## src/rtl/rr_arbiter_4.sv

```systemverilog
// -----------------------------------------------------------------------------
// rr_arbiter_4
//   Round-robin arbiter that shares one resource among four requesters.
//   A grant is registered and one-hot. Every grant is followed by exactly one
//   idle cycle before the next grant is issued. A hold limit forces the owner
//   to release, so one requester cannot starve the others.
//
// Parameters
//   HOLD_MAX  maximum number of consecutive cycles a grant may be held (0 = no limit)
//   CNT_W     hold-counter width; 2**CNT_W must exceed HOLD_MAX
//
// Ports
//   clk      in   1  rising-edge clock
//   rst_n    in   1  synchronous active-low reset
//   req      in   4  level-sensitive request vector, bit i = requester i
//   rel      in   1  owner release pulse, only looked at while granting
//   gnt      out  4  registered one-hot grant, 4'b0000 when idle
//   gnt_id   out  2  index of the granted requester, 0 when gnt_vld = 0
//   gnt_vld  out  1  high while a grant is active (== |gnt)
//   ptr      out  2  round-robin priority pointer, for visibility
// -----------------------------------------------------------------------------
module rr_arbiter_4 #(
    parameter int HOLD_MAX = 16,
    parameter int CNT_W    = 5
) (
    input  logic       clk,
    input  logic       rst_n,
    input  logic [3:0] req,
    input  logic       rel,
    output logic [3:0] gnt,
    output logic [1:0] gnt_id,
    output logic       gnt_vld,
    output logic [1:0] ptr
);

    typedef enum logic {
        S_IDLE  = 1'b0,
        S_GRANT = 1'b1
    } state_t;

    state_t           state_q;
    logic [3:0]       gnt_q;
    logic [1:0]       gnt_id_q;
    logic             gnt_vld_q;
    logic [1:0]       ptr_q;
    logic [CNT_W-1:0] cnt_q;
    logic [CNT_W-1:0] cnt_d;

    logic       pick_vld;
    logic [1:0] pick_id;
    logic [1:0] idx;
    logic       hold_done;
    logic       release_now;

    // Rotating priority search. Offsets are scanned from the highest down to
    // the lowest, so the last match wins and that match is the requester
    // nearest to ptr in the order ptr, ptr+1, ... (mod 4).
    always_comb begin
        pick_vld = 1'b0;
        pick_id  = 2'd0;
        idx      = 2'd0;
        for (int k = 3; k >= 0; k--) begin
            idx = ptr_q + 2'(k);
            if (req[idx]) begin
                pick_vld = 1'b1;
                pick_id  = idx;
            end
        end
    end

    // cnt_q counts the grant cycles already completed. The grant is released
    // at the end of its HOLD_MAX-th cycle, so it lasts exactly HOLD_MAX cycles.
    assign hold_done   = (HOLD_MAX != 0) && (cnt_q == CNT_W'(HOLD_MAX - 1));
    assign release_now = !req[gnt_id_q] || rel || hold_done;
    assign cnt_d       = (&cnt_q) ? cnt_q : cnt_q + 1'b1;

    always_ff @(posedge clk) begin
        if (!rst_n) begin
            state_q   <= S_IDLE;
            gnt_q     <= 4'b0000;
            gnt_id_q  <= 2'd0;
            gnt_vld_q <= 1'b0;
            ptr_q     <= 2'd0;
            cnt_q     <= '0;
        end else begin
            case (state_q)
                S_IDLE: begin
                    if (pick_vld) begin
                        state_q   <= S_GRANT;
                        gnt_q     <= 4'b0001 << pick_id;
                        gnt_id_q  <= pick_id;
                        gnt_vld_q <= 1'b1;
                        cnt_q     <= '0;
                    end
                end
                S_GRANT: begin
                    if (release_now) begin
                        // Moving the pointer past the owner keeps the rotation
                        // fair. A sole requester is still found again when the
                        // search wraps around.
                        state_q   <= S_IDLE;
                        gnt_q     <= 4'b0000;
                        gnt_id_q  <= 2'd0;
                        gnt_vld_q <= 1'b0;
                        ptr_q     <= gnt_id_q + 2'd1;
                    end else begin
                        cnt_q <= cnt_d;
                    end
                end
                default: begin
                    state_q   <= S_IDLE;
                    gnt_q     <= 4'b0000;
                    gnt_id_q  <= 2'd0;
                    gnt_vld_q <= 1'b0;
                end
            endcase
        end
    end

    assign gnt     = gnt_q;
    assign gnt_id  = gnt_id_q;
    assign gnt_vld = gnt_vld_q;
    assign ptr     = ptr_q;

endmodule

```

## config.mk

```make
export PLATFORM = sky130hd
export DESIGN_NAME = rr_arbiter_4
export DESIGN_NICKNAME = d
export VERILOG_FILES = /design/src/rtl/rr_arbiter_4.sv
export SDC_FILE = /design/constraint.sdc
export NUM_CORES = 1
export LEC_CHECK = 0
export ABC_AREA = 0
export CAP_MARGIN = 40
export CORE_MARGIN = 2
export CORE_UTILIZATION = 30
export DETAILED_ROUTE_END_ITERATION = 12
export PLACE_DENSITY = 0.52
export SETUP_SLACK_MARGIN = 0.1
export SYNTH_ARGS = -nofsm -noshare
export SYNTH_HDL_FRONTEND = slang
export SYNTH_SLANG_ARGS = --single-unit
```

## constraint.sdc

```tcl
create_clock -name clk -period 3.2 [get_ports clk]
set_input_delay 0.32 -clock clk [delete_from_list [all_inputs] [get_ports clk]]
set_output_delay 0.32 -clock clk [all_outputs]
set_load 0.1 [all_outputs]
```

# --- Word-level counts from Yosys, hierarchy flattened ---
# Cells that the tools add are included.
classes:
  addsub: 5
  eq_ne: 5
  n_bitwise: 1
  shift: 1
  multipliers: 0
  reduce_logical: 7
  mux: 34
  n_lt_le_gt_ge: 5
  div_mod_pow: 0
op_table:
  columns: ["op", "count"]
  rows:
  - ["< comparator 2 x 3 -> 1 bit (second input constant)", 5]
  - ["2-to-1 mux 5 bit", 3]
  - ["2-to-1 mux 1 bit", 13]
  - ["2-to-1 mux 2 bit", 6]
  - ["binary-select mux 1 bit (select 2 bit)", 5]
  - ["case mux 5 bit (2 select lines)", 1]
  - ["2-to-1 mux 4 bit", 2]
  - ["case mux 4 bit (2 select lines)", 1]
  - ["!= test 2 bit (second input constant)", 3]
  - ["adder 5 x 1 -> 5 bit (second input constant)", 1]
  - ["== test 5 x 4 -> 1 bit (second input constant)", 1]
  - ["AND reduction 5 bit", 1]
  - ["adder 2 x 1 -> 2 bit (second input constant)", 2]
  - ["adder 2 bit (second input constant)", 2]
  - ["case mux 1 bit (2 select lines)", 2]
  - ["case mux 2 bit (2 select lines)", 1]
  - ["AND reduction 2 bit", 2]
  - ["<< shifter 1 x 2 -> 4 bit (first input constant)", 1]
  - ["AND reduction 3 bit", 1]
  - ["logical OR 1 bit", 2]
  - ["!= test 2 x 1 -> 1 bit (second input constant)", 1]
  - ["zero test 1 bit", 1]
  - ["NOT 1 bit", 1]
totals:
  wordCells: 64
  ramBits: 0
  memories: 0
  latch_bits: 0
  reg_bits: 15
  mem_bits_ro: 0
  out_inout_bits: 9

# --- Logic depth before layout (Yosys ltp) ---
# Gate-level depths: netlist of the first run.
depth:
  word_depth: 10
  mapped_depth: 7
  mapped_depth_nobuf: 7

# --- Least setup slack after synthesis of the first run ---
# Ideal clock, no wire load.
synth_timing:
  path_type: "register to register"
  start: "register gnt_id_q[1] (netlist: gnt_id[1])"
  end: "register cnt_q[0]"
  path_slack_ns: 0.694
  n_path_buf: 0
  synth_period_minus_slack_ns: 2.506
  setup_ns: 0.121
  path_stages_with_launch: 5
  required_time_ns: 3.079
  t_arrival_ns: 2.385
  path_cell_list: "dfxtp_1 > or4b_2 > o22a_2 > a31o_1 > mux2_2"
synth_between:
  elab_chain_cells: 7
synth_rtl:
  columns: ["element", "line_no", "rtl"]
  rows:
  - ["start: declaration", "43", "logic [1:0] gnt_id_q;"]
  - ["start signal: assignment", "91", "gnt_id_q <= pick_id;"]
  - ["binary-select mux 1 bit (select 2 bit)", "74", "assign release_now = !req[gnt_id_q] || rel || hold_done;"]
  - ["2-to-1 mux 1 bit (implied by the code)", "74", null]
  - ["zero test 1 bit", "74", null]
  - ["logical OR 1 bit (2 in a row)", "74", null]
  - ["!= test 2 bit (no source line)", null, null]
  - ["AND reduction 3 bit (no source line)", null, null]
  - ["end signal: assignment", "107", "cnt_q <= cnt_d;"]
  - ["end: declaration", "46", "logic [CNT_W-1:0] cnt_q;"]
# No other way between the ends. The select of a mux whose other input is x is not followed.
# A chain may end at the register's enable or synchronous reset.

# --- Worst setup path in the final report of the first run ---
layout_timing:
  start: "register cnt_q[0]"
  end: "register cnt_q[0]"
layout_between:
  elab_chain_cells: 4
layout_rtl:
  columns: ["element", "line_no"]
  rows:
  - ["adder 5 x 1 -> 5 bit / == test 5 x 4 -> 1 bit (equally long branches)", "75, 73"]
  - ["2-to-1 mux 5 bit / logical OR 1 bit (equally long branches)", "75, 74"]
  - ["2-to-1 mux 5 bit / != test 2 bit (equally long branches)", null]
  - ["case mux 5 bit (2 select lines) / AND reduction 3 bit (equally long branches)", null]
# Several ways; a longest one is shown, not always the timed one. The select of a mux whose other input is x is not followed.

==> results of run 1 <==
## logic make-up (layout without fill, tap and decap cells)
group | Yosys count | after routing | share of synthesized area, %
adder cells (fa/ha/maj) | 3 | 3 | 4.70
flip-flops | 15 | 15 | 37.6
buffers and inverters | 7 | 33 | 5.80
AND/OR/NAND/NOR | 29 | 29 | 20.8
AO/OA/AOI/OAI | 27 | 27 | 24.8
multiplexers | 4 | 4 | 5.17
XOR/XNOR | 1 | 1 | 1.10
## layer usage
layer / track usage (%) / share of wire [%] / vias up
li1: - / - / 381
met1: 18.2 / 49 / 351
met2: 19.9 / 46 / 14
met3: 2.79 / 2.9 / 4
met4: 5.23 / 1.4 / 0
met5: 0 / 0 / -
## report_power, final
| group | internal, uW | leakage (uW) | switching, uW |
|---|---|---|---|
| clock | 46.5 | 0.0000177 | 70.5 |
| combinational | 77.5 | 0.000303 | 121 |
| sequential | 199 | 0.000123 | 14.5 |
## cell type report
| type | count | area, um2 |
|---|---|---|
| clock buffer | 3 | 22.5 |
| clock inverter | 1 | 5.00 |
| fill | 261 | 1380 |
| inverter | 4 | 15.0 |
| multi-input combinational | 64 | 452 |
| sequential | 15 | 300 |
| tap | 30 | 37.5 |
| timing repair buffer | 25 | 293 |
## state kept, by name, summed over array words and instances, names as in the netlist
register and flops:
gnt 4, cnt_q 5, gnt_id 2, state_q 1, gnt_vld 1, ptr 2
## worst paths after layout
path / slack, ns / depth (start not counted) / end
setup / recovery: 0.71 / 7 / cnt_q[0]$_SDFFE_PN0P_
hold / removal: 0.48 / 1 / gnt[3]$_SDFFE_PN0P_
setup reg to reg: 0.71 / 7 / cnt_q[0]$_SDFFE_PN0P_
hold reg to reg: 0.48 / 1 / gnt[3]$_SDFFE_PN0P_
## critical path: stages, from the launching register on
cell	delay [ns]
dfxtp_1	0.34
ha_1	0.20
and3_1	0.19
ha_1	0.19
or4b_2	0.66
o22a_2	0.29
a31o_1	0.26
mux2_2	0.26
## cell usage after synthesis (all sizes together)
| master | instances |
|---|---|
| nand4 | 1 |
| o221ai | 1 |
| nand2 | 6 |
| nor3b | 1 |
| or3 | 3 |
| clkbuf | 3 |
| nand2b | 2 |
| a21o | 1 |
| dfxtp | 15 |
| inv | 4 |
| or4b | 1 |
| a32o | 4 |
| a22o | 2 |
| nand3 | 3 |
| a31o | 2 |
| o21a | 2 |
| or3b | 1 |
| a21boi | 1 |
| nor4 | 1 |
| xor2 | 1 |
| mux2 | 1 |
| and3 | 2 |
| nor2 | 3 |
| o22a | 2 |
| ha | 3 |
| o2111ai | 1 |
| a21oi | 6 |
| or4 | 2 |
| o21ai | 4 |
| and2 | 1 |
| mux2i | 3 |
| o22ai | 1 |
| nor3 | 2 |
## per-stage QoR
stage | instance area (um2) | worst slack [ns] | cells
floorplan | 798 | 0.694 | 86
global placement | 962 | 0.763 | 129
detailed placement | 1100 | 0.728 | 138
CTS | 1120 | 0.712 | 142
global route | 1120 | 0.600 | 142
finish | 1120 | 0.707 | 142
==> impl_results.md, run 1 <==
* Total power at 529 uW
* Max-cap violations at 0
* Remaining antenna violation count at 0
* Row Count at 18
* Buffers on Ports at 15
* Die Wd at 55.6 um
* Die height at 55.6 um
* Post-CTS setup buffer count at 0
* CP Launch Point: cnt_q[0]$_SDFFE_PN0P_
* Clock Latency Late Sink at ~0.30 ns
* Worst flop-to-flop path startpoint: cnt_q[0]$_SDFFE_PN0P_
* Via count at 750
* Global-route wire length before repair at 3.26 mm
* Clock buffer depth at 2
* Worst-case clock skew at 0.0142 ns
* Crit. End Element: flop
* Worst Hold Launch: gnt[3]$_SDFFE_PN0P_
* Ranking of synthesized cells by area: dfxtp_1 (38%), a32o_1 (5.0%), ha_1 (4.7%)
* WHS at 0.483 ns
* WL final at 1.82 mm
* Seq/Total Area, Yosys at 37.6%
* Tightest Pin Transition at 0.779 ns
* H-tree depth at 1
* Pleak at 0.000443 uW
* Critical path type: reg2reg
* Placed wire-length estimate at about 1.4 mm
* Total Nets Final at 123
* Drc violations at 0
* Drt pass-1 iters at 4
* Critical path required time at 3.38 ns
* Core area at between 2000 and 2500 um2
* Routability cong. at 0.678
* Die ar. at 3090 um2
* Period utilization at 77.9%
* Max VDD drop at 0.321 mV
* Power per cell area at 470 nW/um2
* Fin. Hold Viols at 0
* Avg Inst Size Synth at 9.28 um2
* Mapped cell area at 798 um2
* Slew Viols, Final at 0
* Tmin final at 2.49 ns
* CTS clk-pin slew, worst paths at 0.11 ns
* I/O pins at 16
* Setup violators final at 0
* Post-synth top area share at a little under two fifths
* Share of layout cells above drive strength 1 at 18.8%
* CP arrival at between 2 and 3 ns
* Worst Hold Class: reg2reg
* Cell taking the most area after synthesis: dfxtp_1
* Maximum fanout along the worst path at 7
* Mapped Cells at 86
* Wirelength per Cell at 12.8 um
* Pin count of the biggest net entering global routing at 14
* Status: completed
* Num CTS Buffers at 3
* Fin Setup TNS at 0 ns
* Fin util at about 45%
* Critical path launch point type: flop
* Mapped Nets at 96
* Root buffer cell: clkbuf_4
* Initial drt markers at 16
* Clock net sink count at 15
* Total grt overflow at 0
* CTS tree: yes
* Hold Buf Count CTS at 0
* Initial core utilization at a little under a third
* Fmax at 0.401 GHz
* Distinct cells, synth at 39
* Vias/cell at around 5.3
* Most frequent cells in the layout: dfxtp_1 (15), clkdlybuf4s50_1 (15), buf_8 (9)
* Antenna cell count at 0
* Area growth, synth to finish at 40.9%
* Vias in the first global route at 707
* Post-CTS resize count at 0
* RSZ-0062 raised after global routing: no
* Initial antenna violation count at 0
* Yosys Warn Count at 0
* Max transition margin at 47.6%
* GRT Util Overall at roughly an eighth
* FF+latch count, synth at 15
(Power assumes the default switching activity.)
==> inputs of run 2 (changes only) <==
- clock period: 3.2 -> 2.4 ns (I/O delays scaled with it)
==> run 2 against run 1 <==
- highest routed layer unchanged
- non-clock buffer count shrank 5
- register-to-register slack lost 0.53 ns
- clock power increased by 23%
- fmax grew 12%
- critical path depth unchanged
- count of clock-buffer cells in the layout stayed put
- combinational power up 13%
- final area decreased by 7.8%
- first-iteration DRC count down 38%
- sequential share of layout area grew 2.6 points
==> impl_results.md, run 2 (same netlist as run 1, synthesis figures left out) <==
* I/O pins at 16
* Initial core utilization at a little under a third
* Max transition margin at 72.6%
* Drt pass-1 iters at 4
* Buffers on Ports at 15
* Period utilization at 92.6%
* H-tree depth at 1
* Placed Cells at 131
* Setup violators final at 0
* Antenna cell count at 0
* Placed wire-length estimate at ~1.3 mm
* RSZ-0062 raised after global routing: no
* Crit. End Element: flop
* Total grt overflow at 0
* Critical path required time at 2.63 ns
* Row Count at 18
* Pin count of the biggest net entering global routing at 14
* Final non-filler cell area at 1040 um2
* Area growth, synth to finish at 29.9%
* Via count at 729
* Critical path type: reg2reg
* Worst Hold Class: reg2reg
* Die height at 55.6 um
* Max VDD drop at roughly 0.38 mV
* Commonest non-fill, non-tap cell in the layout: buf_4
* FF/Latch Area at 304 um2
* Power per cell area at 630 nW/um2
* Initial antenna violation count at 0
* Tmin final at 2.22 ns
* Clock buffer depth at 2
* CTS tree: yes
* Total Nets Final at 118
* Global-route wire length before repair at 2.99 mm
* Max-cap violations at 0
* Post-route non-filler standard cell count at 137
* Wirelength per Cell at 12.7 um
* Clock net sink count at 15
* Critical path launch point type: flop
* Tightest Pin Transition at 0.409 ns
* GRT Util Overall at approximately an eighth
* Initial drt markers at 10
* Worst-case clock skew at 0.00362 ns
* Max FFs per register at 5
* Reg with most FFs: cnt_q
* Share of layout cells above drive strength 1 at ~30%
* WL final at 1.74 mm
* Remaining antenna violation count at 0
* Status: completed
* Routability cong. at 0.731
* Pleak at 0.000411 uW
* Total power at 653 uW
* Vias/cell at 5.32
* Fmax at 0.450 GHz
* Maximum fanout along the worst path at 7
* Die ar. at about 3100 um2
* CP arrival at 2.45 ns
* Fillcell total at approximately 260
* Die Wd at 55.6 um
* Hold Buf Count CTS at 0
* Root buffer cell: clkbuf_4
* Most frequent cells in the layout: buf_4 (14), dfxtp_1 (12), nand2_1 (6), a21oi_1 (6), clkdlybuf4s50_1 (6)
* Fin. Hold Viols at 0
* Vias in the first global route at ~680
* Drc violations at 0
* Placed cell areas at 981 um2
* Num CTS Buffers at 3
* Slew Viols, Final at 0
* Area of the multi-input gates at between 400 and 500 um2
* Clock Latency Late Sink at 0.28 ns
* Fin Setup TNS at 0 ns
* CTS clk-pin slew, worst paths at 0.09 ns
* Core area at 2500 um2
==> run 2: worst paths after layout <==
kind	start	endpoint	slack [ns]	cells past startpoint
hold / removal	gnt[3]$_SDFFE_PN0P_	gnt[3]$_SDFFE_PN0P_	0.48	1
hold reg to reg	gnt[3]$_SDFFE_PN0P_	gnt[3]$_SDFFE_PN0P_	0.48	1
setup / recovery	cnt_q[1]$_SDFFE_PN0P_	cnt_q[2]$_SDFFE_PN0P_	0.18	7
setup reg to reg	cnt_q[1]$_SDFFE_PN0P_	cnt_q[2]$_SDFFE_PN0P_	0.18	7
==> run 2: area by class of cell <==
type / instances / area share, %
clock buffer: 3 / 2.17
clock inverter: 1 / 0.483
inverter: 4 / 1.45
multi-input combinational: 64 / 47.0
sequential: 15 / 29.3
tap: 30 / 3.62
timing repair buffer: 20 / 15.9
==> run 2: metrics by stage <==
step / util [%] / hold slack (ns) / worst slack, ns
floorplan: - / 0.454 / 0.106
global placement: 39.2 / 0.457 / 0.0714
detailed placement: 39.2 / 0.463 / 0.0416
CTS: 41.4 / 0.486 / 0.112
global route: 41.5 / 0.504 / 0.104
finish: 41.5 / 0.483 / 0.177
==> run 2: per-layer routing <==
| layer | vias up | wire, um | track usage (%) |
|---|---|---|---|
| li1 | 373 | - | - |
| met1 | 339 | 860 | 15.8 |
| met2 | 15 | 790 | 19.2 |
| met3 | 2 | 74 | 1.63 |
| met4 | 0 | 14 | 6.27 |
| met5 | - | 0 | 0 |
==> run 2: critical path, stage by stage (launching register included) <==
cell	delay (ns)
dfxtp_2	0.33
ha_2	0.18
and3_4	0.18
ha_4	0.15
or4b_4	0.52
o22a_4	0.26
or4_1	0.47
nand3_1	0.08
==> run 2: what timing repair did <==
| item | in CTS | in global routing |
|---|---|---|
| pin swaps | 3 | 2 |
| endpoints found under the hold margin | 0 | 0 |
| endpoints found under the setup margin | 3 | 3 |
| resized for setup | 3 | 1 |
| buffers inserted | 2 | 0 |
==> run 2: power breakdown <==
| group | internal [uW] | switching [uW] |
|---|---|---|
| clock network | 61.8 | 82.2 |
| logic | 69.1 | 155 |
| registers | 266 | 19.4 |
==> inputs of run 3 (changes only) <==
- HOLD_SLACK_MARGIN: unset -> 0.06
==> results of run 3 <==
The final DEF is identical to that of run 2; final timing and power are the same.
